`config.mk`:
```
export PLATFORM = sky130hd
export DESIGN_NAME = fetch_ctrl
export DESIGN_NICKNAME = d
export VERILOG_FILES = /design/src/rtl/fetch_pkg.sv /design/src/rtl/fetch_pc_sel.sv /design/src/rtl/fetch_ctrl.sv
export SDC_FILE = /design/constraint.sdc
export NUM_CORES = 1
export LEC_CHECK = 0
export BUFFER_PORTS_ARGS = -buffer_cell sky130_fd_sc_hd__buf_4
export CORE_ASPECT_RATIO = 1.1
export CORE_MARGIN = 1.5
export CORE_UTILIZATION = 30
export DETAILED_ROUTE_END_ITERATION = 8
export GPL_TIMING_DRIVEN = 0
export PLACE_DENSITY = 0.55
export SLEW_MARGIN = 40
export SYNTH_ARGS = -nofsm -noshare
export SYNTH_HDL_FRONTEND = slang
export SYNTH_SLANG_ARGS = --single-unit
export TNS_END_PERCENT = 30
```
`constraint.sdc`:
```
create_clock -name clk -period 4.5 [get_ports clk]
set_clock_uncertainty 0.15 [all_clocks]
set_input_delay 0.9 -clock clk [delete_from_list [all_inputs] [get_ports clk]]
set_output_delay 0.9 -clock clk [all_outputs]
set_load 0.02 [all_outputs]
```
`src/rtl/fetch_pkg.sv`:
```
// fetch_pkg: shared types and constants for the FETCH-stage sequencer.
//  fetch_state_t : BOOT / RUN / HALT / FAULT
//  BUBBLE        : all-zero word loaded into the fetch register on flush
//  DEF_RESET_PC  : default PC after reset (word-aligned)
package fetch_pkg;
  localparam int WORD_W = 32;

  typedef enum logic [1:0] {
    BOOT  = 2'd0,
    RUN   = 2'd1,
    HALT  = 2'd2,
    FAULT = 2'd3
  } fetch_state_t;

  localparam logic [WORD_W-1:0] BUBBLE       = '0;
  localparam logic [WORD_W-1:0] DEF_RESET_PC = 32'h0000_0000;
endpackage

```
`src/rtl/fetch_pc_sel.sv`:
```
// fetch_pc_sel: combinational next-PC mux for the fetch stage.
//  i_pc          current PC
//  i_hold        keep the current PC
//  i_redirect    take the redirect target (word-aligned here)
//  i_redirect_pc raw redirect target
//  o_next_pc     selected next PC
module fetch_pc_sel
  import fetch_pkg::*;
(
  input  logic [WORD_W-1:0] i_pc,
  input  logic              i_hold,
  input  logic              i_redirect,
  input  logic [WORD_W-1:0] i_redirect_pc,
  output logic [WORD_W-1:0] o_next_pc
);
  // Low two bits are dropped so the PC stays word-aligned whatever decode sends.
  logic [WORD_W-1:0] w_aligned;
  assign w_aligned = i_redirect_pc & ~WORD_W'(3);

  always_comb begin
    o_next_pc = i_pc + WORD_W'(4);  // wraps naturally at 2^WORD_W
    if (i_hold)          o_next_pc = i_pc;
    else if (i_redirect) o_next_pc = w_aligned;
  end
endmodule

```
`src/rtl/fetch_ctrl.sv`:
```
// fetch_ctrl: FETCH-stage sequencer. Owns the PC register and produces the
// PC-enable / fetch-enable / fetch-flush controls for the fetch datapath.
//  clk, reset          clock (rising), async active-high reset
//  stallD              decode hazard: hold PC and fetch register
//  redirect/redirectPc taken branch/jump and its target
//  haltReq, resume     debug halt (level) and resume (pulse)
//  pcF, imemIdx        current PC and its instruction-memory word index
//  pcEn/fetchEn/fetchFlush  datapath controls (combinational)
//  halted, fault       HALT state / sticky out-of-range fault
//  fetchCount          saturating count of real instructions latched
module fetch_ctrl
  import fetch_pkg::*;
#(
  parameter int                IMEM_POWER = 18,
  parameter logic [WORD_W-1:0] RESET_PC   = DEF_RESET_PC,
  parameter int                CNT_W      = 32
) (
  input  logic                  clk,
  input  logic                  reset,
  input  logic                  stallD,
  input  logic                  redirect,
  input  logic [WORD_W-1:0]     redirectPc,
  input  logic                  haltReq,
  input  logic                  resume,
  output logic [WORD_W-1:0]     pcF,
  output logic [IMEM_POWER-1:0] imemIdx,
  output logic                  pcEn,
  output logic                  fetchEn,
  output logic                  fetchFlush,
  output logic                  halted,
  output logic                  fault,
  output logic [CNT_W-1:0]      fetchCount
);
  fetch_state_t      r_state, w_state_nxt;
  logic [WORD_W-1:0] r_pc, w_next_pc;
  logic [CNT_W-1:0]  r_cnt;
  logic              w_out, w_pc_en, w_fetch_en, w_flush, w_redir_sel;

  // Out-of-range when any PC bit above the memory window is set. A memory
  // covering the whole address space can never fault.
  generate
    if (IMEM_POWER + 2 < WORD_W) begin : g_range
      assign w_out = |r_pc[WORD_W-1:IMEM_POWER+2];
    end else begin : g_no_range
      assign w_out = 1'b0;
    end
  endgenerate

  // Priority inside RUN: fault > redirect > halt > stall > advance.
  always_comb begin
    w_state_nxt = r_state;
    w_pc_en     = 1'b0;
    w_fetch_en  = 1'b1;
    w_flush     = 1'b1;
    w_redir_sel = 1'b0;
    case (r_state)
      BOOT: w_state_nxt = RUN;
      RUN: begin
        if (w_out) begin
          w_state_nxt = FAULT;           // illegal word never latched
        end else if (redirect) begin
          w_pc_en     = 1'b1;            // target loads even if halting
          w_redir_sel = 1'b1;
          if (haltReq) w_state_nxt = HALT;
        end else if (haltReq) begin
          w_state_nxt = HALT;
        end else if (stallD) begin
          w_fetch_en  = 1'b0;
          w_flush     = 1'b0;
        end else begin
          w_pc_en     = 1'b1;
          w_flush     = 1'b0;
        end
      end
      HALT: if (resume && !haltReq) w_state_nxt = RUN;
      FAULT: ;                            // sticky until reset
      default: w_state_nxt = BOOT;
    endcase
  end

  fetch_pc_sel u_pc_sel (
    .i_pc          (r_pc),
    .i_hold        (~w_pc_en),
    .i_redirect    (w_redir_sel),
    .i_redirect_pc (redirectPc),
    .o_next_pc     (w_next_pc)
  );

  always_ff @(posedge clk or posedge reset) begin
    if (reset) begin
      r_state <= BOOT;
      r_pc    <= RESET_PC;
      r_cnt   <= '0;
    end else begin
      r_state <= w_state_nxt;
      if (w_pc_en) r_pc <= w_next_pc;
      if (w_fetch_en && !w_flush && (r_cnt != {CNT_W{1'b1}}))
        r_cnt <= r_cnt + CNT_W'(1);
    end
  end

  assign pcF        = r_pc;
  assign imemIdx    = r_pc[IMEM_POWER+1:2];
  assign pcEn       = w_pc_en;
  assign fetchEn    = w_fetch_en;
  assign fetchFlush = w_flush;
  assign halted     = (r_state == HALT);
  assign fault      = (r_state == FAULT);
  assign fetchCount = r_cnt;
endmodule
```
==> reports/metrics.csv, run 1 <==
stage,metric,value,unit
critical_path,Crit. End Element,primary output,
drt,WL met1,3880,um
clocking,Clock transition at path regs,0.05,ns
placement,DP Cell Count,608,
grt,Total Routing Usage GR,15.41,%
logic_synthesis,Main synth FF type,dfrtp_1,
pwr,Pwr Total,1.457,mW
layout,Final Net Count,512,
layout,footprint of the multi-input gates,1524,um^2
layout,"commonest non-fill, non-tap cell in the layout",buf_4,
layout,number of fill cells,1101,
drt,met2 WL,4255,um
logic_synthesis,number of synthesized register bits,64,
die,row count,40,
die,area of the die,11840,um^2
placement,global placement routability congestion,0.7506,
pwr,sequential share of power,42.3,%
min_path,class of the worst hold path,reg2reg,
critical_path,worst path bufs/invs,4,
logic_synthesis,count of cell types in the netlist,41,
timing,RSZ-0062 raised after global routing,no,
grt,first-pass GRT wire length,14390,um
placement,PortBufs,120,
drt,antenna-violating nets left,0,
status,status,completed,
die,DIE WIDTH,103.9,um
critical_path,CP cell instances,"nor4_1, and4_1, buf_2, and2_1, buf_2, buf_2, nand2b_1, buf_4",
drt,Via density,4.682,
logic_synthesis,share of flip-flops with an asynchronous set or reset,100.0,%
timing,worst-margin pin slew,0.6450,ns
critical_path,slowest CP cell,nor4_1,
drt,WL per Instance,14.14,um
pwr,pwr/cell area,306.0,nW/um^2
drt,DRT Wirelength,8809,um
timing,Final setup viols,0,
clocking,H-tree levels,3,
die,core area,10910,um^2
clocking,clock buffer depth,2,
logic_synthesis,Mapped Area,3358,um^2
logic_synthesis,Syn Area/Cell,9.906,um^2
die,Starting Density,30.78,%
job,Max-Cap Viols,0,
critical_path,Critical Path Source Type,register,
grt,initial antenna violation count,0,
pwr,switching power,0.3446,mW
layout,Syn-to-layout area delta,41.73,%
grt,largest net degree at the start of global routing,35,
timing,post-route setup TNS,0,ns
logic_synthesis,dominant cell type by area after synthesis,dfrtp_1,
critical_path,critical path class,reg2out,
critical_path,Worst Path Required,3.45,ns
drt,Residual DRC,0,
critical_path,CP most frequent cell,buf_2,
logic_synthesis,Area contributors post-synth,"dfrtp_1 (48%), xnor2_1 (8.3%), buf_4 (4.5%), xor2_1 (4.2%), nand2_1 (4.1%)",
critical_path,worst endpoint data arrival time,2.63,ns
timing,FMAX,272.0,MHz
pwr,switch share,23.66,%
layout,FF+latch area,1602,um^2
clocking,root buffer cell,clkbuf_16,
layout,fin cells,623,
critical_path,"delay-heaviest family, CP",simple AND/OR/NAND/NOR gates,
clocking,TritonCTS clock tree,done,
critical_path,Crit path largest cell delay,0.60,ns
layout,most frequent cells in the layout,"buf_4 (140), dfrtp_1 (64), nand2_1 (37)",
drt,drt pass-1 iters,4,
die,die height,114.0,um
logic_synthesis,Synth top area share,47.69,%
clocking,cts hold-fix bufs,0,
logic_synthesis,register area share after synthesis,47.69,%
grt,global route total overflow,0,
timing,"Min Clock Period, post-route",3.676,ns
timing,Final Hold Fails,0,
pwr,Static Leak,2.336,nW
clocking,# resized after CTS,0,
clocking,cts bufs inserted,9,
placement,Final HPWL DP,6593,um
clocking,post-CTS setup buffer count,0,
drt,Max Used Layer,met4,
clocking,CTS sink cnt,64,
pwr,combinational group share of total power,11.0,%
pwr,Peak VDD IR,0.1898,mV
timing,Max transition margin,56.60,%
logic_synthesis,Ys Warns,0,
grt,vias in the first global route,2802,
die,Boundary Pins,125,
timing,Slew Limit Fails,0,
logic_synthesis,Post-synth EDFFs,0,
pwr,Pint,1.112,mW
pwr,clock power share,46.7,%
layout,ANT cells,0,
drt,Initial DRC Count,104,
critical_path,CP max FO,10,
drt,met3 wire length,549,um
drt,Via Count,2917,
logic_synthesis,Mapped Cells,339,
timing,"Period Utilization, post-route",81.70,%
layout,share of layout cells above drive strength 1,36.34,%
clocking,worst skew pair latency,0.33,ns
## cell families after synthesis
logic type	synth area share, %
simple gates	24.63
mux	0.6334
flops	47.69
other cells	0.1117
xor+xnor	12.52
fa+ha+maj	0.7450
buf+inv	7.042
compound gates	6.632
## path summary, 6_finish.rpt
| path | startpoint | endpoint | slack, ns | depth (start not counted) |
|---|---|---|---|---|
| max | pcF[23]$_DFFE_PP0P_ | pcEn | 0.82 | 8 |
| min | pcF[28]$_DFFE_PP0P_ | pcF[28]$_DFFE_PP0P_ | 0.33 | 1 |
| max reg2reg | pcF[23]$_DFFE_PP0P_ | pcF[10]$_DFFE_PP0P_ | 1.82 | 9 |
| min reg2reg | pcF[28]$_DFFE_PP0P_ | pcF[28]$_DFFE_PP0P_ | 0.33 | 1 |
| max in group asynchronous | reset | pcF[24]$_DFFE_PP0P_ | 3.33 | 3 |
| min in group asynchronous | reset | fetchCount[27]$_DFFE_PP0P_ | 0.38 | 2 |
## synthesized netlist by cell type, types with 11 or more instances
cell type	n
nor4_1	12
a21o_1	11
nor3_1	11
nand3_1	17
buf_4	20
xor2_1	16
o21ai_0	18
nand2_1	37
nand4_1	16
nor2_1	20
xnor2_1	32
dfrtp_1	64
## routing by layer
layer  track usage, %  vias up
li1                 -     1423
met4            5.833        0
met2            25.08      101
met5                0        -
met1            19.94     1383
met3            3.714       10
## flip-flops by register name, summed over array words and instances, names as in the netlist
| register | cells |
|---|---|
| fetchCount | 32 |
| pcF | 30 |
| r_state | 2 |
## metrics by stage
stage / area (um^2) / util [%] / hold WS (ns) / worst slack (ns)
5_1_grt: 4760 / 43.62 / 0.3599 / 0.6701
6_report: 4760 / 43.62 / 0.3278 / 0.8236
4_1_cts: 4760 / 43.62 / 0.3354 / 0.7630
2_1_floorplan: 3362 / - / 0.3928 / 1.596
3_3_place_gp: 4447 / 40.76 / 0.3202 / 0.8842
3_5_place_dp: 4472 / 40.99 / 0.3236 / 1.133
## layout make-up
type / count / share of cell area [%]
Sequential cell: 64 / 33.65
Multi-Input combinational cell: 237 / 32.02
Timing Repair Buffer: 121 / 19.35
Clock buffer: 11 / 5.100
Buffer: 33 / 4.495
Tap cell: 147 / 3.864
Clock inverter: 4 / 0.9464
Inverter: 6 / 0.5783
## power by group through the flow
stage | Clock (mW) | Combinational, mW | Sequential (mW)
4_1_cts | 0.699 | 0.163 | 0.616
3_5_place_dp | 0 | 0.162 | 0.626
5_1_grt | 0.722 | 0.172 | 0.620
3_3_place_gp | 0 | 0.158 | 0.626
6_report | 0.680 | 0.160 | 0.616
2_1_floorplan | 0 | 0.0625 | 0.642
(Power assumes the default switching activity.)
==> run 2, diff against run 1 <==
--- a/config.mk
+++ b/config.mk
@@ -5,13 +5,14 @@
 export SDC_FILE = /design/constraint.sdc
 export NUM_CORES = 1
 export LEC_CHECK = 0
+export ABC_AREA = 1
 export BUFFER_PORTS_ARGS = -buffer_cell sky130_fd_sc_hd__buf_4
 export CORE_ASPECT_RATIO = 1.1
 export CORE_MARGIN = 1.5
 export CORE_UTILIZATION = 30
 export DETAILED_ROUTE_END_ITERATION = 8
 export GPL_TIMING_DRIVEN = 0
-export PLACE_DENSITY = 0.55
+export PLACE_DENSITY = 0.53
 export SLEW_MARGIN = 40
 export SYNTH_ARGS = -nofsm -noshare
 export SYNTH_HDL_FRONTEND = slang
==> constraint.sdc (replaced) <==
create_clock -name clk -period 3.8 [get_ports clk]
set_clock_uncertainty 0.15 [all_clocks]
set_input_delay 0.76 -clock clk [delete_from_list [all_inputs] [get_ports clk]]
set_output_delay 0.76 -clock clk [all_outputs]
set_load 0.02 [all_outputs]
==> run 2 against run 1 <==
  * Clock power up 14%
  * Hold slack got worse by 0.11 ns
  * Sequential power up 16%
  * Largest power group unchanged
  * Final area is 26% higher
  * Via count is 55% higher
  * Critical path depth stayed put
  * Critical path type unchanged
  * Utilization is 2.7 points lower
  * Combinational power is essentially flat
  * Sequential share of layout area decreased by 6.8 points
  * Global-route usage up 2.2 points
  * Critical endpoint unchanged
==> reports/metrics.csv, run 2 <==
stage,metric,value,unit
die,die height,131.9,um
drt,Max Used Layer,met4,
clocking,cts hold-fix bufs,0,
drt,met3 wire length,693,um
placement,global placement routability congestion,0.8534,
critical_path,CP cell instances,"nor2_1, nand2_1, nor2_1, nand2_1, nor2_2, nand2_1, nand2_2, buf_4",
grt,vias in the first global route,4313,
layout,post-layout util,40.88,%
pwr,Static Leak,3.107,nW
critical_path,slowest CP cell,dfrtp_1,
logic_synthesis,number of synthesized register bits,64,
timing,minimum hold slack,0.2202,ns
critical_path,"delay-heaviest family, CP",simple AND/OR/NAND/NOR gates,
die,row count,46,
timing,RSZ-0062 raised after global routing,no,
layout,Final Net Count,862,
grt,Total Routing Usage GR,17.58,%
layout,Syn-to-layout area delta,31.82,%
clocking,worst skew pair latency,0.34,ns
drt,antenna-violating nets left,0,
grt,largest net degree at the start of global routing,39,
die,core area,14620,um^2
timing,Max transition margin,66.04,%
job,Max-Cap Viols,0,
critical_path,worst endpoint data arrival time,2.04,ns
grt,initial antenna violation count,0,
drt,DRT Wirelength,13330,um
grt,first-pass GRT wire length,22020,um
logic_synthesis,Synth top cells by count,"nand2_1 (265), nor2_1 (85), nand3_1 (74)",
clocking,Clock transition at path regs,0.06,ns
layout,Largest register FFs,32,
critical_path,crit path launch,pcF[24]$_DFFE_PP0P_,
critical_path,Critical Path Source Type,register,
critical_path,reg2reg start,fetchCount[0]$_DFFE_PP0P_,
grt,global route total overflow,0,
drt,Via Count,4535,
clocking,TritonCTS clock tree,done,
drt,Via density,4.455,
drt,Residual DRC,0,
timing,Slew Limit Fails,0,
layout,share of layout cells above drive strength 1,22.88,%
clocking,cts bufs inserted,9,
status,status,completed,
logic_synthesis,Area contributors post-synth,"dfrtp_1 (35%), nand2_1 (22%), nand3_1 (8.2%), nor2_1 (7.0%), inv_1 (5.2%)",
critical_path,worst path bufs/invs,1,
die,DIE WIDTH,120.2,um
logic_synthesis,Post-synth EDFFs,0,
timing,post-route setup TNS,0,ns
min_path,class of the worst hold path,in2async,
critical_path,R2R setup slack,1.71,ns
layout,fin cells,1018,
drt,WL per Instance,13.10,um
critical_path,Critical Path End,pcEn,
timing,"Period Utilization, post-route",77.64,%
layout,"Design Area, Final",5976,um^2
logic_synthesis,Main synth FF type,dfrtp_1,
critical_path,CP most frequent cell,nand2_1,
logic_synthesis,Synth top area share,35.33,%
critical_path,Reg-to-Reg End,fetchCount[28]$_DFFE_PP0P_,
logic_synthesis,count of cell types in the netlist,32,
critical_path,cell count along the critical path,8,
critical_path,r2r worst-path depth,8,
timing,worst-margin pin slew,0.5093,ns
placement,PortBufs,120,
pwr,pwr/cell area,276.1,nW/um^2
placement,Final HPWL DP,10620,um
logic_synthesis,dominant cell type by area after synthesis,dfrtp_1,
layout,most frequent cells in the layout,"nand2_1 (265), buf_4 (141), nor2_1 (85)",
critical_path,critical path class,reg2out,
clocking,# resized after CTS,0,
clocking,root buffer cell,clkbuf_16,
logic_synthesis,Ys Warns,0,
drt,WL met1,6115,um
critical_path,Worst Path Required,2.89,ns
clocking,clock buffer depth,2,
drt,drt pass-1 iters,5,
logic_synthesis,share of flip-flops with an asynchronous set or reset,100.0,%
logic_synthesis,Syn Area/Cell,6.579,um^2
logic_synthesis,Mapped Cells,689,
die,Boundary Pins,125,
drt,Initial DRC Count,227,
critical_path,Crit. End Element,primary output,
critical_path,Crit path largest cell delay,0.40,ns
critical_path,CP max FO,6,
die,Starting Density,31.01,%
logic_synthesis,most common cell in the netlist,nand2_1,
clocking,post-CTS setup buffer count,0,
drt,met2 WL,6265,um
layout,ANT cells,0,
logic_synthesis,Mapped Area,4533,um^2
timing,Final setup viols,0,
timing,FMAX,338.9,MHz
placement,Placed Instance Area,5703,um^2
pwr,Peak VDD IR,0.1861,mV
layout,"commonest non-fill, non-tap cell in the layout",nand2_1,
timing,Final Hold Fails,0,
clocking,CTS sink cnt,64,
timing,"Min Clock Period, post-route",2.950,ns
clocking,H-tree levels,3,
die,area of the die,15860,um^2
placement,DP Cell Count,1003,
logic_synthesis,register area share after synthesis,35.33,%
==> run 2: changes by cell type after synthesis, moves of 12 or more <==
cell and change:
nand2_1 +228, nor2_1 +65, inv_1 +57, nand3_1 +57
xnor2_1 -19, nor4_1 -12
==> run 2: cell type report <==
cell class	instances	area, um^2
Inverter	67	256.5
Multi-Input combinational cell	525	2437
Sequential cell	64	1602
Fill cell	1614	8643
Tap cell	192	240.2
Clock buffer	11	252.7
Timing Repair Buffer	121	920.9
Buffer	34	246.5
Clock inverter	4	20.02
==> run 2: worst min path at each step <==
stage	to	start	slack [ns]
2_1_floorplan	r_state[0]$_DFFE_PP0P_	r_state[0]$_DFFE_PP0P_	0.37
3_5_place_dp	pcF[25]$_DFFE_PP0P_	pcF[25]$_DFFE_PP0P_	0.33
3_3_place_gp	pcF[25]$_DFFE_PP0P_	pcF[25]$_DFFE_PP0P_	0.33
6_report	fetchCount[7]$_DFFE_PP0P_	reset	0.22
4_1_cts	fetchCount[7]$_DFFE_PP0P_	reset	0.22
5_1_grt	fetchCount[7]$_DFFE_PP0P_	reset	0.24
==> run 2: report_power, final <==
| part | switching (mW) | internal, mW | leakage (nW) |
|---|---|---|---|
| Clock | 0.309 | 0.468 | 0.141 |
| Sequential | 0.0184 | 0.695 | 0.831 |
| Combinational | 0.0883 | 0.0712 | 2.14 |
| Total | 0.416 | 1.23 | 3.11 |
==> run 2: logic make-up after synthesis <==
| kind of cell | count (synthesis) | share of synthesized area [%] |
|---|---|---|
| simple gates | 477 | 45.74 |
| fa+ha+maj | 2 | 0.5519 |
| buf+inv | 101 | 10.99 |
| flops | 64 | 35.33 |
| compound gates | 21 | 2.871 |
| xor+xnor | 23 | 4.444 |
| other cells | 1 | 0.08272 |
==> run 2: metal layers <==
layer / track usage (%) / vias to the layer above
met4: 5.489 / 0
met3: 4.628 / 17
met1: 22.34 / 2004
met5: 0 / -
met2: 29.05 / 118
li1: - / 2396
==> run 2: metrics by stage <==
stage	setup WS [ns]	total power, mW
after floorplan	1.292	0.8095
after global placement	0.3076	0.8841
after detailed placement	1.222	0.8881
after CTS	0.8491	1.669
after global routing	0.6487	1.725
final	0.8495	1.650
==> run 3, diff against run 2 <==
--- a/config.mk
+++ b/config.mk
@@ -5,14 +5,14 @@
 export SDC_FILE = /design/constraint.sdc
 export NUM_CORES = 1
 export LEC_CHECK = 0
-export ABC_AREA = 1
+export ABC_AREA = 0
 export BUFFER_PORTS_ARGS = -buffer_cell sky130_fd_sc_hd__buf_4
 export CORE_ASPECT_RATIO = 1.1
 export CORE_MARGIN = 1.5
 export CORE_UTILIZATION = 30
 export DETAILED_ROUTE_END_ITERATION = 8
 export GPL_TIMING_DRIVEN = 0
-export PLACE_DENSITY = 0.53
+export PLACE_DENSITY = 0.57
 export SLEW_MARGIN = 40
 export SYNTH_ARGS = -nofsm -noshare
 export SYNTH_HDL_FRONTEND = slang
==> constraint.sdc (replaced) <==
create_clock -name clk -period 2.6 [get_ports clk]
set_clock_uncertainty 0.15 [all_clocks]
set_input_delay 0.52 -clock clk [delete_from_list [all_inputs] [get_ports clk]]
set_output_delay 0.52 -clock clk [all_outputs]
set_load 0.02 [all_outputs]
==> run 3 against run 2 <==
  * Worst setup slack got worse by 0.76 ns
  * Via count fell by 34%
  * Critical endpoint unchanged
  * Total power rose by 48%
  * Combinational power rose by 86%
  * Cell count fell by 38%
  * Utilization rose by 3.7 points
  * Largest cell class is now registers
  * Highest routed layer unchanged
  * Clock power rose by 39%
  * Critical path type unchanged
  * Routed wire length fell by 31%
  * Hold slack got worse by 0.15 ns
  * Global-route usage fell by 1.5 points
==> reports/metrics.csv, run 3 (synthesis gave the netlist of run 1 again) <==
stage,metric,value,unit
timing,"Min Clock Period, post-route",2.514,ns
die,core area,10910,um^2
layout,"commonest non-fill, non-tap cell in the layout",buf_4,
grt,grt peak-use layer,met2,
grt,initial antenna violation count,0,
timing,Final Hold Fails,0,
clocking,clock buffer depth,2,
timing,Slew Limit Fails,0,
placement,Placed Instance Area,4469,um^2
clocking,root buffer cell,clkbuf_16,
job,Max-Cap Viols,0,
timing,RSZ-0062 raised after global routing,no,
grt,met1 Resource Use GR,20.37,%
clocking,CTS sink cnt,64,
layout,Largest register FFs,32,
drt,DRT Wirelength,9159,um
critical_path,critical path class,reg2out,
timing,"Period Utilization, post-route",96.71,%
clocking,cts bufs inserted,9,
pwr,Pwr Total,2.449,mW
grt,first-pass GRT wire length,14930,um
critical_path,Crit. End Element,primary output,
drt,drt pass-1 iters,4,
timing,minimum hold slack,0.06566,ns
placement,PortBufs,120,
grt,global route total overflow,0,
clocking,Clock transition at path regs,0.05,ns
critical_path,CP max FO,3,
clocking,H-tree levels,3,
timing,post-route setup TNS,0,ns
die,Boundary Pins,125,
clocking,cts hold-fix bufs,0,
pwr,pwr/cell area,503.5,nW/um^2
die,DIE WIDTH,103.9,um
timing,worst-margin pin slew,0.5298,ns
layout,Final Net Count,519,
critical_path,Worst Path Required,1.93,ns
layout,ANT cells,0,
drt,Residual DRC,0,
drt,Via Count,2999,
timing,Final setup viols,0,
drt,Initial DRC Count,95,
layout,"Design Area, Final",4865,um^2
placement,global placement routability congestion,0.7625,
timing,FMAX,397.7,MHz
die,row count,40,
critical_path,worst endpoint data arrival time,1.84,ns
clocking,worst skew pair latency,0.33,ns
pwr,Peak VDD IR,0.2806,mV
layout,post-layout util,44.59,%
grt,GR Layer Usage met2,26.53,%
placement,Final HPWL DP,6880,um
drt,antenna-violating nets left,0,
timing,Max transition margin,64.53,%
min_path,class of the worst hold path,in2async,
clocking,TritonCTS clock tree,done,
drt,WL per Instance,14.52,um
critical_path,Critical Path Source Type,register,
layout,most frequent cells in the layout,"buf_4 (149), dfrtp_1 (64), nand2_1 (37)",
die,Starting Density,30.78,%
status,status,completed,
die,area of the die,11840,um^2
grt,largest net degree at the start of global routing,35,
layout,number of fill cells,1101,
pwr,Static Leak,2.379,nW
layout,share of layout cells above drive strength 1,38.64,%
grt,Total Routing Usage GR,16.05,%
grt,GRT met3 Usage,3.371,%
drt,Via density,4.753,
layout,Syn-to-layout area delta,44.86,%
grt,vias in the first global route,2872,
die,die height,114.0,um
## run 3: changes by cell type in the layout (fill, tap and decap cells not counted), sizes merged, moves of 6 or more
cell,previous run,this run
xnor2,13,32
or2,10,1
nor2,92,20
nand2,268,37
inv,66,6
nand3,80,18
o21ai,11,18
nor4,0,13
a21o,5,11
xor2,10,16
## run 3: critical path: stages, from the launching register on
cell and delay, ns:
dfrtp_1 0.42, nor4_4 0.37, and4_4 0.29, and2_4 0.14, buf_6 0.09, nand2b_4 0.11, buf_6 0.11
## run 3: final cells by class
| type | instances | area [um^2] | share of cell area, % |
|---|---|---|---|
| Timing Repair Buffer | 130 | 992.2 | 20.40 |
| Sequential cell | 64 | 1602 | 32.92 |
| Inverter | 6 | 25.02 | 0.5144 |
| Buffer | 31 | 214.0 | 4.398 |
| Clock inverter | 4 | 20.02 | 0.4115 |
| Multi-Input combinational cell | 237 | 1582 | 32.51 |
| Clock buffer | 12 | 246.5 | 5.067 |
| Tap cell | 147 | 183.9 | 3.781 |
## run 3: repair_timing
action / CTS / global route
gates cloned: 0 / 0
pin swaps: 4 / 2
setup endpoints to repair: 20 / 2
gates resized for setup: 13 / 5
buffers inserted: 8 / 1
## run 3: layer usage
layer | wire length [um] | vias up
li1 | - | 1445
met1 | 4186 | 1434
met2 | 4330 | 111
met3 | 506 | 9
met4 | 136 | 0
met5 | 0 | -
## run 3: worst paths after layout
path / depth (start not counted) / slack [ns] / from / end
max reg2reg: 7 / 0.12 / fetchCount[0]$_DFFE_PP0P_ / fetchCount[1]$_DFFE_PP0P_
max: 6 / 0.09 / pcF[31]$_DFFE_PP0P_ / pcEn
max in group asynchronous: 3 / 1.71 / reset / pcF[23]$_DFFE_PP0P_
min: 2 / 0.07 / reset / pcF[5]$_DFFE_PP0P_
min in group clk: 2 / 0.24 / redirectPc[30] / pcF[30]$_DFFE_PP0P_
min reg2reg: 1 / 0.34 / fetchCount[27]$_DFFE_PP0P_ / fetchCount[27]$_DFFE_PP0P_
## run 3: power breakdown
group,internal (mW),leakage [nW],switching (mW),total [mW]
combinational,0.155,1.40,0.140,0.295
sequential,1.03,0.840,0.0461,1.07
clock,0.664,0.136,0.418,1.08
total,1.85,2.38,0.604,2.45
## run 3: through the flow
step,instances,setup slack [ns]
2_1_floorplan,340,0.07592
3_3_place_gp,607,-0.6192
3_5_place_dp,608,-0.3704
4_1_cts,631,0.008524
5_1_grt,631,0.003561
6_report,631,0.08567
